===== src/rtl/reg_file_2r1w.sv =====
// Register file with one write port and two independent registered read ports.
// Optional hard-wired zero register and optional write-to-read bypass.
// Reads have one cycle of latency, and there is no combinational path from any
// input to the read data outputs.
//
// Handshake: there is no backpressure. A read issued with re_x=1 at edge N is
// presented on rdata_x after edge N, and that value holds until the next edge
// with re_x=1 or a reset.

module reg_file_2r1w #(
    parameter int WIDTH    = 32,
    parameter int DEPTH    = 32,
    parameter int ZERO_REG = 1,
    parameter int BYPASS   = 1,
    localparam int AW      = $clog2(DEPTH)
) (
    input  logic             clk,
    input  logic             rst_n,
    input  logic             we,
    input  logic [AW-1:0]    waddr,
    input  logic [WIDTH-1:0] wdata,
    input  logic             re_a,
    input  logic [AW-1:0]    raddr_a,
    output logic [WIDTH-1:0] rdata_a,
    input  logic             re_b,
    input  logic [AW-1:0]    raddr_b,
    output logic [WIDTH-1:0] rdata_b
);

    // One extra bit so that DEPTH itself is representable, even when DEPTH is a
    // power of two and every address is legal.
    localparam logic [AW:0] DEPTH_W = (AW + 1)'(DEPTH);

    logic [WIDTH-1:0] mem_q [DEPTH];
    logic [WIDTH-1:0] rdata_a_q;
    logic [WIDTH-1:0] rdata_b_q;

    logic             wr_en_d;
    logic [WIDTH-1:0] rdata_a_d;
    logic [WIDTH-1:0] rdata_b_d;

    // Selects the value one read port captures at the next edge, in priority
    // order: out of range, zero register, bypass, then stored contents.
    function automatic logic [WIDTH-1:0] read_sel(input logic [AW-1:0] addr);
        logic [WIDTH-1:0] val;
        val = '0;
        if ({1'b0, addr} >= DEPTH_W) begin
            val = '0;
        end else if ((ZERO_REG != 0) && (addr == '0)) begin
            val = '0;
        end else if ((BYPASS != 0) && we && (waddr == addr)) begin
            val = wdata;
        end else begin
            val = mem_q[addr];
        end
        return val;
    endfunction

    // Decode which write actually lands and what each read port would capture.
    always_comb begin
        wr_en_d = we && ({1'b0, waddr} < DEPTH_W) &&
                  !((ZERO_REG != 0) && (waddr == '0));
        rdata_a_d = read_sel(raddr_a);
        rdata_b_d = read_sel(raddr_b);
    end

    // Storage array: cleared on reset, otherwise updated by a qualified write.
    always_ff @(posedge clk) begin
        if (!rst_n) begin
            for (int i = 0; i < DEPTH; i++) begin
                mem_q[i] <= '0;
            end
        end else if (wr_en_d) begin
            mem_q[waddr] <= wdata;
        end
    end

    // Read data registers: capture on enable, hold otherwise, clear on reset.
    always_ff @(posedge clk) begin
        if (!rst_n) begin
            rdata_a_q <= '0;
            rdata_b_q <= '0;
        end else begin
            if (re_a) begin
                rdata_a_q <= rdata_a_d;
            end
            if (re_b) begin
                rdata_b_q <= rdata_b_d;
            end
        end
    end

    assign rdata_a = rdata_a_q;
    assign rdata_b = rdata_b_q;

endmodule


===== config.mk =====
export PLATFORM = sky130hd
export DESIGN_NAME = reg_file_2r1w
export DESIGN_NICKNAME = d
export VERILOG_FILES = /design/src/rtl/reg_file_2r1w.sv
export SDC_FILE = /design/constraint.sdc
export NUM_CORES = 2
export LEC_CHECK = 0
export ABC_AREA = 1
export BUFFER_PORTS_ARGS = -buffer_cell sky130_fd_sc_hd__buf_2
export CAP_MARGIN = 20
export CORE_ASPECT_RATIO = 1.5
export CORE_MARGIN = 3
export CORE_UTILIZATION = 29
export CTS_BUF_LIST = sky130_fd_sc_hd__clkbuf_16
export DETAILED_ROUTE_END_ITERATION = 10
export PLACE_DENSITY = 0.5
export SETUP_SLACK_MARGIN = 0.2
export SLEW_MARGIN = 30
export SYNTH_ARGS = -nofsm -noshare
export SYNTH_HDL_FRONTEND = slang
export SYNTH_SLANG_ARGS = --single-unit

===== constraint.sdc =====
create_clock -name clk -period 3.2 [get_ports clk]
set_clock_uncertainty 0.2 [all_clocks]
set_input_delay 0.96 -clock clk [delete_from_list [all_inputs] [get_ports clk]]
set_output_delay 0.96 -clock clk [all_outputs]
set_load 0.01 [all_outputs]

* Yosys cells after proc, flatten, opt, wreduce, memory -nomap -nowiden *
Memories as Yosys holds them, arrays and structs flattened.
Index checks and enable logic that the tools add are counted.

word-level totals
  bits in registers = 64
  RAM bits = 1024
  memories = 1

cells by class
  eq/ne operators = 2
  muxes and demuxes = 11
  reduce and logical (&&, ||, !) cells = 8

memories
  name   words  width  read ports  clocked after memory_dff  wr ports  RTL line  source
  mem_q  32     32     2           0                         32        34        logic [WIDTH-1:0] mem_q [DEPTH];

operators with widths
  cell                 number
  32-bit 2-to-1 mux    5
  32-bit OR reduction  1
  5-bit logical NOT    3
  5-bit == test        2
  1-bit 2-to-1 mux     5
  5-bit 2-to-1 mux     1
  1-bit logical AND    3
  1-bit logical NOT    1

* Logic depth before layout (Yosys ltp) *
  word-level depth = 8
  mapped depth = 15

* Least setup slack after synthesis *
OpenSTA, ideal clock, no wires.

  path type = input to register
  from = input waddr[3]
  to = memory mem_q[31][0], enable pin
  setup time = 0.478 ns
  arrival = 2.700 ns
  data required time = 2.522 ns
  setup slack = -0.178 ns
  stages on the path = 10
  buffers on the path = 2
  cell sequence = clkbuf_2 nor3_1 nand2_1 nand3_1 inv_1 nand3_1 inv_1 nand2_1 buf_2 nand2_1

RTL lines
  what                RTL line  source
  start: declaration  20        input logic [AW-1:0] waddr,
  end: declaration    34

==> metrics <==
status finished, final reports clean; Unique masters post-synth 24; share of post-route cells with drive strength above 1 a little under a tenth; CTS H-tree depth 3; hold-fix buffers at CTS 0; Resize count post-CTS 0; Worst R2R End rdata_b[12]; post-route clock period utilization a little under 90%; max-slew violations 0; root buffer cell clkbuf_16; Initial Utilization 29.3%; Arr. time, crit path about 3000 ps; R2R Setup Slk 1290 ps; Post-Synthesis Cells 8,379; busiest grt layer met2; met1 usage between 20 and 30%; Rel. slew slack 36.2%; initial DRC count around 6,400; leak pwr around 0.033 uW; # Post-CTS Setup Buffers 0; max cap viols 0; worst hold endpoint rdata_b[14]; Final WS setup approximately 430 ps; Tot Pwr 35,900 uW; Max Clk Rate roughly 360 MHz; Hold Crit Class reg -> reg; met3 Use GR around 3.4%; Die Wd between 300 and 400 um; post-synth top area share ~50%; Worst R2R Start mem_q[22][12]; Die ar. roughly 220,000 sq um; Hold Startpoint rdata_b[14]; crit path kind in -> reg; vias in the first global route 55,853; CP Launch Type primary input; die extent in y around 570 um; Max rail drop VDD approximately 0.00040 V; RD Place Congestion about 0.9; met2 GRT Util around two fifths; syn_area_per_cell around 7.4 sq um; R2R cell count 10; via count 58,086; Seq/Total Area, Yosys between 50% and 60%; worst skew pair latency approximately 750 ps; Core Box Area 211,000 sq um; DR pass1 iterations 8; CTS Sinks around 1,100; min cycle time layout between 2000 and 3000 ps; Total Routed Length 273,000 um; CP max FO 18; Worst EP required 3470 ps; Util after Layout between 30 and 40%; worst hold stages 2; Rows 206; RSZ-0062 raised after global routing false; Yosys top cell by area edfxtp_1; Remaining DRCs 0; initial antenna violation count 8; pin count of the biggest net entering global routing ~130; gr ovfl total 0; Least-Margin Pin Slew around 950 ps; CTS Buf Count approximately 110; detailed-route wire length per cell ~24 um; final net count 8,450; global-route wire length before repair approximately 390,000 um; IO Count between 100 and 150; cell area after synthesis between 60,000 and 70,000 sq um; post-DP HPWL ~180,000 um; DRT antenna net count 0; TritonCTS clock tree done; top post-synthesis cells by area edfxtp_1 50%, nand2_1 17%, nor2_1 9.7%; Worst-path clk slew 60 ps; Vias/cell roughly 5.1; Clock Path Buffers 3; Ys Warns 0; CP endpoint kind flop; pwr dens ~500 nW/um^2; GRT Util Overall between 20% and 30%; number of synthesized register bits about 1,100; PortBufs between 100 and 150; Setup violations, final 0; pre-CTS WS -225 ps; final hold vios 0; area delta synth->final 17.1%
[area by class of cell]
class / count / area [sq um]
Multi-Input combinational cell: 5886 / 24300
Clock inverter: 96 / 898
Clock buffer: 112 / 2800
Fill cell: 22094 / 139000
Tap cell: 2808 / 3510
Sequential cell: 1088 / 32000
Timing Repair Buffer: 519 / 5750
Inverter: 794 / 3020
Antenna cell: 3 / 7.51
[state kept, by name (all words and copies together) (netlist names)]
signal and count:
rdata_b 32, mem_q 1024, rdata_a 32
[cell usage after synthesis, drive strengths merged]
library cell and count:
or2 1, clkinv 2, nand3 1120, dfxtp 64, o211ai 61, o41ai 1
nor3 9, edfxtp 1024, nor2 1595, a21oi 130, o21ai 93, clkbuf 297
conb 1, nand2 2839, o22ai 4, nand4 1, inv 792, buf 345
[power breakdown]
part           switching (uW)  internal (uW)  total [uW]
Clock                    6200           7530       13700
Sequential                404          16300       16700
Combinational            3800           1580        5390
[placed cells by master (no fill, tap or decap), types with 61 or more instances in the layout]
cell       instances
buf_12           167
inv_1            798
nand3_1         1118
buf_2            107
buf_4            240
a21oi_1          130
edfxtp_1        1024
nand2_1         2776
o21ai_0           93
nor2_1          1592
clkbuf_16        112
o211ai_1          61
dfxtp_1           64
[per-layer routing]
layer  vias up  share of wire (%)
met4         4                6.9
met1     27803                 37
met5         -             0.0051
met3       830                8.1
li1      26418                  -
met2      3031                 48
[metrics by stage]
stage | hold slack (ps) | setup TNS, ps | instances | cell area (sq um)
2_1_floorplan | 288 | -21880 | 8410 | 62000
3_3_place_gp | 253 | -827570 | 11095 | 68600
3_5_place_dp | 254 | -153400 | 11095 | 68600
4_1_cts | 264 | 0 | 11303 | 72300
5_1_grt | 280 | 0 | 11305 | 72300
6_report | 260 | 0 | 11306 | 72300
[worst max-delay path, stage by stage]
cell	delay [ps]
buf_2	110
nor3_2	590
nand2_1	130
nand3_1	140
inv_1	80
nand2_1	60
inv_1	240
nand2_2	190
buf_4	390
nor2_1	90
[cell families (layout without fill, tap and decap cells)]
group	Yosys count	after routing	share of synthesized area [%]
and+or+nand+nor	5565	5565	36.2
buffers and inverters	1436	1521	9.35
AOI/OAI and AO/OA	289	289	2.62
DFF	1088	1088	51.9
other	1	35	0.00607
[worst max-delay path by stage]
stage                            from       endpoint  slack, ps  depth (start not counted)
after floorplan              waddr[3]   mem_q[18][0]       -100                          8
after global placement       waddr[2]  mem_q[24][11]       -680                         10
after detailed placement     waddr[2]  mem_q[24][13]       -230                         10
after CTS                 rdata_a[29]    rdata_a[29]        410                          1
after global routing      rdata_a[30]    rdata_a[30]        380                          1
final                        waddr[2]  mem_q[24][13]        430                         10
(Power assumes the default switching activity.)
